**src/rtl/riscv_fetch_unit.sv**
```systemverilog
// In-order instruction fetch unit: issues sequential requests, buffers responses in a FIFO, handles redirects.
// Define FETCH_MISALIGN_TRAP_EN to halt on misaligned redirect targets instead of silently aligning them.
module riscv_fetch_unit #(
  parameter logic [31:0] RESET_PC   = 32'h0000_0000,
  parameter int          FIFO_DEPTH = 4
) (
  input  logic        clk,
  input  logic        rst_n,
  output logic        imem_req_valid,
  input  logic        imem_req_ready,
  output logic [31:0] imem_req_addr,
  input  logic        imem_rsp_valid,
  input  logic [31:0] imem_rsp_data,
  input  logic        redirect_valid,
  input  logic [31:0] redirect_pc,
  output logic        if_valid,
  input  logic        if_ready,
  output logic [31:0] if_inst,
  output logic [31:0] if_pc,
  output logic [31:0] if_pc_4,
  output logic        fetch_misaligned
);

  localparam int AW = $clog2(FIFO_DEPTH);
  localparam int CW = $clog2(FIFO_DEPTH + 1);
  localparam int OW = CW + 1;

  logic [31:0]   fetch_pc_q, fetch_pc_d;
  logic [31:0]   fifo_inst_q [FIFO_DEPTH];
  logic [31:0]   fifo_inst_d [FIFO_DEPTH];
  logic [31:0]   fifo_pc_q   [FIFO_DEPTH];
  logic [31:0]   fifo_pc_d   [FIFO_DEPTH];
  logic [AW-1:0] wr_ptr_q, wr_ptr_d;
  logic [AW-1:0] rd_ptr_q, rd_ptr_d;
  logic [CW-1:0] count_q, count_d;
  logic [CW-1:0] inflight_q, inflight_d;
  logic [CW-1:0] drop_q, drop_d;
  logic [OW-1:0] occ_s;
  logic          req_fire_s;
  logic          rsp_fire_s;
  logic          push_s;
  logic          pop_s;
  logic          halted_s;
  logic [31:0]   rsp_pc_s;
  logic [31:0]   redir_tgt_s;

  assign imem_req_addr = fetch_pc_q;

  // Handshakes; requests are gated so every in-flight response already owns a FIFO slot.
  always_comb begin
    occ_s          = OW'(count_q) + OW'(inflight_q);
    imem_req_valid = rst_n && !halted_s && (occ_s < OW'(FIFO_DEPTH));
    req_fire_s     = imem_req_valid && imem_req_ready;
    rsp_fire_s     = imem_rsp_valid && (inflight_q != '0);
    push_s         = rsp_fire_s && (drop_q == '0) && !redirect_valid;
    pop_s          = (count_q != '0) && if_ready && !redirect_valid;
    // With nothing left to drop, the oldest outstanding request was issued inflight words ago.
    rsp_pc_s       = fetch_pc_q - (32'(inflight_q) << 2);
  end

  // Next-state logic; a redirect overrides every other update in its cycle.
  always_comb begin
    fetch_pc_d  = fetch_pc_q;
    fifo_inst_d = fifo_inst_q;
    fifo_pc_d   = fifo_pc_q;
    wr_ptr_d    = wr_ptr_q;
    rd_ptr_d    = rd_ptr_q;
    count_d     = count_q;
    drop_d      = drop_q;
    case ({req_fire_s, rsp_fire_s})
      2'b10:   inflight_d = inflight_q + CW'(1);
      2'b01:   inflight_d = inflight_q - CW'(1);
      default: inflight_d = inflight_q;
    endcase
    if (redirect_valid) begin
      fetch_pc_d = redir_tgt_s;
      wr_ptr_d   = '0;
      rd_ptr_d   = '0;
      count_d    = '0;
      drop_d     = inflight_d;
    end else begin
      if (req_fire_s) begin
        fetch_pc_d = fetch_pc_q + 32'd4;
      end else begin
        fetch_pc_d = fetch_pc_q;
      end
      if (rsp_fire_s && (drop_q != '0)) begin
        drop_d = drop_q - CW'(1);
      end else begin
        drop_d = drop_q;
      end
      if (push_s) begin
        fifo_inst_d[wr_ptr_q] = imem_rsp_data;
        fifo_pc_d[wr_ptr_q]   = rsp_pc_s;
        wr_ptr_d              = wr_ptr_q + AW'(1);
      end else begin
        wr_ptr_d = wr_ptr_q;
      end
      if (pop_s) begin
        rd_ptr_d = rd_ptr_q + AW'(1);
      end else begin
        rd_ptr_d = rd_ptr_q;
      end
      case ({push_s, pop_s})
        2'b10:   count_d = count_q + CW'(1);
        2'b01:   count_d = count_q - CW'(1);
        default: count_d = count_q;
      endcase
    end
  end

  // Head-of-buffer outputs, forced to zero while empty.
  always_comb begin
    if (count_q != '0) begin
      if_valid = 1'b1;
      if_inst  = fifo_inst_q[rd_ptr_q];
      if_pc    = fifo_pc_q[rd_ptr_q];
      if_pc_4  = fifo_pc_q[rd_ptr_q] + 32'd4;
    end else begin
      if_valid = 1'b0;
      if_inst  = 32'h0000_0000;
      if_pc    = 32'h0000_0000;
      if_pc_4  = 32'h0000_0000;
    end
  end

  // Fetch state registers.
  always_ff @(posedge clk or negedge rst_n) begin
    if (!rst_n) begin
      fetch_pc_q <= RESET_PC;
      wr_ptr_q   <= '0;
      rd_ptr_q   <= '0;
      count_q    <= '0;
      inflight_q <= '0;
      drop_q     <= '0;
      for (int i = 0; i < FIFO_DEPTH; i++) begin
        fifo_inst_q[i] <= 32'h0000_0000;
        fifo_pc_q[i]   <= 32'h0000_0000;
      end
    end else begin
      fetch_pc_q  <= fetch_pc_d;
      wr_ptr_q    <= wr_ptr_d;
      rd_ptr_q    <= rd_ptr_d;
      count_q     <= count_d;
      inflight_q  <= inflight_d;
      drop_q      <= drop_d;
      fifo_inst_q <= fifo_inst_d;
      fifo_pc_q   <= fifo_pc_d;
    end
  end

`ifdef FETCH_MISALIGN_TRAP_EN
  logic halted_q, halted_d;
  logic misaligned_q, misaligned_d;

  assign redir_tgt_s      = redirect_pc;
  assign halted_s         = halted_q;
  assign fetch_misaligned = misaligned_q;

  // Any redirect re-evaluates the trap: misaligned sets it, aligned clears it.
  always_comb begin
    if (redirect_valid) begin
      halted_d     = (redirect_pc[1:0] != 2'b00);
      misaligned_d = (redirect_pc[1:0] != 2'b00);
    end else begin
      halted_d     = halted_q;
      misaligned_d = misaligned_q;
    end
  end

  // Trap state registers.
  always_ff @(posedge clk or negedge rst_n) begin
    if (!rst_n) begin
      halted_q     <= 1'b0;
      misaligned_q <= 1'b0;
    end else begin
      halted_q     <= halted_d;
      misaligned_q <= misaligned_d;
    end
  end
`else
  logic unused_redir_lsb_s;

  assign redir_tgt_s        = {redirect_pc[31:2], 2'b00};
  assign unused_redir_lsb_s = |redirect_pc[1:0];
  assign halted_s           = 1'b0;
  assign fetch_misaligned   = 1'b0;
`endif

endmodule

```
**config.mk**
```make
export PLATFORM = sky130hd
export DESIGN_NAME = riscv_fetch_unit
export DESIGN_NICKNAME = d
export VERILOG_FILES = /design/src/rtl/riscv_fetch_unit.sv
export SDC_FILE = /design/constraint.sdc
export NUM_CORES = 1
export LEC_CHECK = 0
export CAP_MARGIN = 10
export CELL_PAD_IN_SITES_DETAIL_PLACEMENT = 1
export CELL_PAD_IN_SITES_GLOBAL_PLACEMENT = 1
export CORE_MARGIN = 5
export CORE_UTILIZATION = 30
export CTS_CLUSTER_DIAMETER = 40
export DETAILED_ROUTE_END_ITERATION = 10
export PLACE_DENSITY_LB_ADDON = 0.12
export SETUP_SLACK_MARGIN = 0.05
export SLEW_MARGIN = 40
export SYNTH_ARGS = -nofsm -noshare
export SYNTH_HDL_FRONTEND = slang
export SYNTH_SLANG_ARGS = --single-unit
```
**constraint.sdc**
```tcl
create_clock -name clk -period 8.5 [get_ports clk]
set_input_delay 2.125 -clock clk [delete_from_list [all_inputs] [get_ports clk]]
set_output_delay 2.125 -clock clk [all_outputs]
set_load 0.05 [all_outputs]
```
==> results of run 1 <==
[final cells by class]
class | instances | area share
clock inverter | 28 | 0.0201
tap | 664 | 0.0430
multi-input combinational | 1177 | 0.367
antenna | 2 | 0.000259
clock buffer | 71 | 0.0783
timing repair buffer | 213 | 0.110
sequential | 291 | 0.377
inverter | 24 | 0.00466
[final timing paths]
check	from	end	slack (ns)	cells after the start
worst min register to register	fifo_inst_q[16]	fifo_inst_q[16]	0.47	2
max in group asynchronous	rst_n	fifo_inst_q[44]	5.45	3
worst max register to register	count_q[2]	imem_req_addr[26]	5.13	7
min in group asynchronous	rst_n	imem_req_addr[4]	1.45	1
worst min-delay path	fifo_inst_q[16]	fifo_inst_q[16]	0.47	2
worst max-delay path	rd_ptr_q[1]	if_pc_4[18]	1.69	7
[sequential cells by signal (all words and copies together), names as in the netlist]
signal,count
drop_q,3
wr_ptr_q,2
imem_req_addr,30
inflight_q,3
fifo_inst_q,128
fifo_pc_q,120
count_q,3
rd_ptr_q,2
[critical path: stages, from the launching register on]
cell and delay (ns):
dfrtp_4 0.72, buf_4 0.63, mux4_2 0.39, nand4_1 0.20
or4_1 0.67, or3_1 0.44, a21oi_1 0.18, clkdlybuf4s50_1 0.83
[cells in the mapped netlist (2+ instances only)]
cell type	instances	share of area
or4_1	11	0.0056
nor4_1	10	0.0042
and3_1	10	0.0042
o31ai_1	5	0.0025
clkbuf_1	94	0.024
nand2b_1	4	0.0017
nor3b_1	2	0.0010
mux4_2	62	0.094
fa_1	3	0.0040
mux2_2	10	0.0076
and4_1	2	0.0012
xor2_1	20	0.012
nand4_1	14	0.0059
nand2_1	527	0.13
nor4b_1	4	0.0024
a21oi_1	12	0.0040
or2_2	4	0.0017
buf_1	7	0.0018
a311o_1	2	0.0013
or4_4	2	0.0015
xnor2_1	33	0.019
mux2i_1	3	0.0020
nand3b_1	2	0.0010
nor3_1	24	0.0081
nand4b_1	4	0.0024
nand3_1	25	0.0084
dfrtp_1	291	0.49
inv_1	24	0.0061
o311ai_0	4	0.0024
and2_1	61	0.026
nor2b_1	2	0.00084
a31oi_1	39	0.016
ha_1	14	0.012
o21ai_0	133	0.045
nand3_2	2	0.0013
buf_4	9	0.0045
buf_2	6	0.0020
or3_1	21	0.0088
nor2_1	85	0.021
[per-layer routing]
metal,vias up,track usage,part of all wire
met5,-,0,0
met4,0,0.0406,0.017
met3,61,0.0326,0.043
met2,196,0.295,0.47
met1,6114,0.253,0.47
li1,5728,-,-
[power groups by stage]
stage	Clock [W]	Combinational, W	Sequential, W
floorplan	0	0.00205	0.00192
global placement	0	0.00297	0.00200
CTS	0.00230	0.00307	0.00196
finish	0.00224	0.00301	0.00196
detailed placement	0	0.00305	0.00198
global route	0.00237	0.00325	0.00201
[metrics by stage]
step           area, um^2  power [W]  hold WS, ns  setup slack, ns
2_1_floorplan       14900    0.00397        0.440             3.02
3_3_place_gp        17400    0.00497        0.452             2.11
3_5_place_dp        17400    0.00504        0.458             2.16
4_1_cts             19300    0.00733        0.471             1.59
5_1_grt             19300    0.00763        0.490             1.41
6_report            19300    0.00721        0.467             1.69
[kinds of logic after synthesis]
logic type      Yosys count  share of synthesized area
other cells               1                   0.000252
mux                      75                      0.104
flops                   291                      0.490
xor+xnor                 53                     0.0312
fa+ha+maj                17                     0.0158
simple gates            825                      0.246
compound gates          200                     0.0741
buf+inv                 141                     0.0385
==> impl_metrics.toml, run 1 <==
[timing]
setup_viol = 0
final-max-slew-violation-count = 0
hold_violations = 0
slew_headroom = 0.517
finalCriticalPeriod_ns = 6.81
rsz0062_at_grt = "false"
finClkSkew_ns = 0.0146
worst_slew_pin_slew_ns = 0.724
tns_ns = 0
fin_crit_sh = 0.801
max_freq_mhz = 147

[clock_network]
clock-sinks = 291
htreeDepth = 2
clk_pin_slew_ns = 0.05
clockRootBuffer = "clkbuf_16"
cts_hold_buf = 0
cts_tree = "built"
clockBufferDepth = 3
cts_made_buffers = 53
postCtsSetupRepairBufs = 0
ctsResizeCount = 0
clock_latency_ns = 0.59

[worst_setup_path]
cp_max_fo = 40
cp.required_ns = 6.38
worst-endpoint-arrival_ns = 4.68
crit_type = "flip-flop to primary output"
cp-start-kind = "flip-flop"
end_kind = "primary output"

[final_layout]
multi_input_area_um2 = 7090
stdcell_count = 2470
post-route-util = 0.395
mostFrequentLayoutCells = "527 x nand2_1, 289 x dfrtp_1, 189 x clkdlybuf4s50_1, 133 x o21ai_0, 85 x nor2_1"
nets = 1847
final_common_cell = "nand2_1"
fill_cells = 5490
regArea_um2 = 7290
area_growth_pct = 30.1
drive_gt1_frac = 0.121

[synth]
ys_warn_count = 0
synth-seq-area-share = 0.490
synthFlopType = "dfrtp_1"
syn_area_um2 = 14900
synth-seq-cells = 291
synthCells = 1603
synth.avg_cell_area_um2 = 9.27
async_flop_share = 1.00
synth-edff-count = 0
synth_cell_types = 55

[routing]
vias_per_cell = 4.90
wl_per_cell_um = 19.6
postRouteAntennaNets = 0
routed_wl_um = 48500
dr.first_iter.drc_count = 557
num_vias = 12100
drt-pass1-iter-count = 4
drc = 0

[flow_run]
max_cap_viol_count = 0

[placed_design]
place.detailed.hpwl_um = 31700
port_buffers = 191
gp_congestion = 0.751
dpl.cell_count = 2368

[power_and_ir_drop]
p_leak_nw = 8.42
power_density_nw_per_um2 = 373
p_seq_frac = 0.271
combPwrFrac = 0.418
pwr-share-clk = 0.311
switching_share = 0.403
p_switching_w = 0.00291
ir_drop_mv = 0.141
intPower_w = 0.00430

[die]
num_io_pins = 201
core_um2 = 49000
start_util = 0.304
rows = 81
die_area_um2 = 54100
die_y_um = 233
die_w_um = 233

[global_routing]
antenna_found_initial = 2
grt_use_total = 0.181
grt_overflow = 0
grt_max_degree = 100
grt_pass1_wl_um = 77300
grt_pass1_vias = 13200

[run_status]
status = "complete, no violations"

[worst_hold_path]
hold_class = "flip-flop to flip-flop"
Power figures use the tool's default switching activity.
==> run 2: changes to the inputs <==
==> constraint.sdc (replaced) <==
create_clock -name clk -period 6.65 [get_ports clk]
set_input_delay 1.6625 -clock clk [delete_from_list [all_inputs] [get_ports clk]]
set_output_delay 1.6625 -clock clk [all_outputs]
set_load 0.05 [all_outputs]
==> impl_metrics.toml, run 2 (synthesized netlist as in run 1, its figures left out) <==
[clock_network]
clock-sinks = 291
cts_hold_buf = 0
clock_latency_ns = 0.59
cts_made_buffers = 54
clk_pin_slew_ns = 0.05
cts_tree = "built"
clockRootBuffer = "clkbuf_16"
clockBufferDepth = 3
postCtsSetupRepairBufs = 0
htreeDepth = 2
ctsResizeCount = 0

[global_routing]
grt_pass1_wl_um = 77100
grt_pass1_vias = 13300
antenna_found_initial = 0
grt_use_total = 0.180
grt_overflow = 0
grt_max_degree = 72

[power_and_ir_drop]
p_leak_nw = 8.44
p_seq_frac = 0.271
intPower_w = 0.00559
switching_share = 0.399
ir_drop_mv = 0.177
combPwrFrac = 0.412
p_switching_w = 0.00371
power_density_nw_per_um2 = 478
pwr-share-clk = 0.318

[routing]
num_vias = 12100
wl_per_cell_um = 19.6
vias_per_cell = 4.88
dr.first_iter.drc_count = 550
routed_wl_um = 48500
postRouteAntennaNets = 0
drt-pass1-iter-count = 4
drc = 0

[worst_setup_path]
worstReg2RegStart = "count_q[2]"
end_kind = "primary output"
cp_max_fo = 28
crit_type = "flip-flop to primary output"
cp.required_ns = 4.99
cp-start-kind = "flip-flop"
worst-endpoint-arrival_ns = 4.49
startpoint = "rd_ptr_q[1]"

[die]
die_area_um2 = 54100
rows = 81
core_um2 = 49000
die_y_um = 233
start_util = 0.304
num_io_pins = 201
die_w_um = 233

[run_status]
status = "complete, no violations"

[final_layout]
top_register = "fifo_inst_q"
largest_register_ffs = 128
area_growth_pct = 30.8
final_common_cell = "nand2_1"
fill_cells = 5473
drive_gt1_frac = 0.121
mostFrequentLayoutCells = "527 x nand2_1, 289 x dfrtp_1, 189 x clkdlybuf4s50_1, 133 x o21ai_0, 85 x nor2_1"
post-route-util = 0.397
nets = 1849

[worst_hold_path]
min_from = "fifo_inst_q[34]"
hold_class = "flip-flop to flip-flop"

[timing]
setup_viol = 0
final-max-slew-violation-count = 0
max_freq_mhz = 162
tns_ns = 0
fin_crit_sh = 0.925
worst_slew_pin_slew_ns = 0.817
finalCriticalPeriod_ns = 6.15
hold_violations = 0
rsz0062_at_grt = "false"
finClkSkew_ns = 0.0182
slew_headroom = 0.451

[flow_run]
max_cap_viol_count = 0

[placed_design]
gp_congestion = 0.742
place.detailed.hpwl_um = 32100
port_buffers = 191
==> run 2: final timing paths <==
kind                            slack (ns)  cells after the start           endpoint
min in group asynchronous             0.95                      1   imem_req_addr[3]
max in group asynchronous             3.58                      4     fifo_inst_q[9]
worst max-delay path                  0.50                      7        if_pc_4[20]
worst min register to register        0.47                      2    fifo_inst_q[34]
worst min-delay path                  0.47                      2    fifo_inst_q[34]
worst max register to register        3.20                      7  imem_req_addr[30]
==> run 2: final cells by class <==
cell class | instances | area (um^2) | area share
tap | 664 | 831 | 0.0428
sequential | 291 | 7290 | 0.375
multi-input combinational | 1177 | 7110 | 0.366
antenna | 1 | 2.50 | 0.000129
clock inverter | 31 | 475 | 0.0245
timing repair buffer | 214 | 2150 | 0.111
inverter | 24 | 90.1 | 0.00464
clock buffer | 70 | 1480 | 0.0763
==> run 2: per-stage QoR <==
step	worst slack [ns]	hold WS [ns]	total power, W	instances	area (um^2)
3_3_place_gp	0.979	0.455	0.00637	2369	17400
2_1_floorplan	1.63	0.440	0.00507	1609	14900
6_report	0.496	0.468	0.00929	2472	19400
3_5_place_dp	0.977	0.459	0.00643	2370	17400
5_1_grt	0.210	0.487	0.00982	2471	19400
4_1_cts	0.353	0.473	0.00945	2471	19400
==> run 2: critical path: stages (launching register included) <==
cell and delay [ns]:
dfrtp_4 0.74, mux4_2 0.39, ha_1 0.21, nand3_1 0.25, or4_1 0.82, or3_1 0.44
a21oi_1 0.17, clkdlybuf4s50_1 0.83
==> run 2: power groups by stage <==
stage / registers, W / logic, W / clock network, W
CTS: 0.00252 / 0.00390 / 0.00303
global route: 0.00258 / 0.00413 / 0.00312
global placement: 0.00253 / 0.00384 / 0
detailed placement: 0.00254 / 0.00389 / 0
floorplan: 0.00246 / 0.00261 / 0
finish: 0.00251 / 0.00383 / 0.00295
==> run 2: routing by layer <==
layer  GRT usage  part of all wire
met2       0.296              0.46
met1       0.251              0.47
met5           0                 0
met3      0.0334             0.043
met4      0.0395             0.018
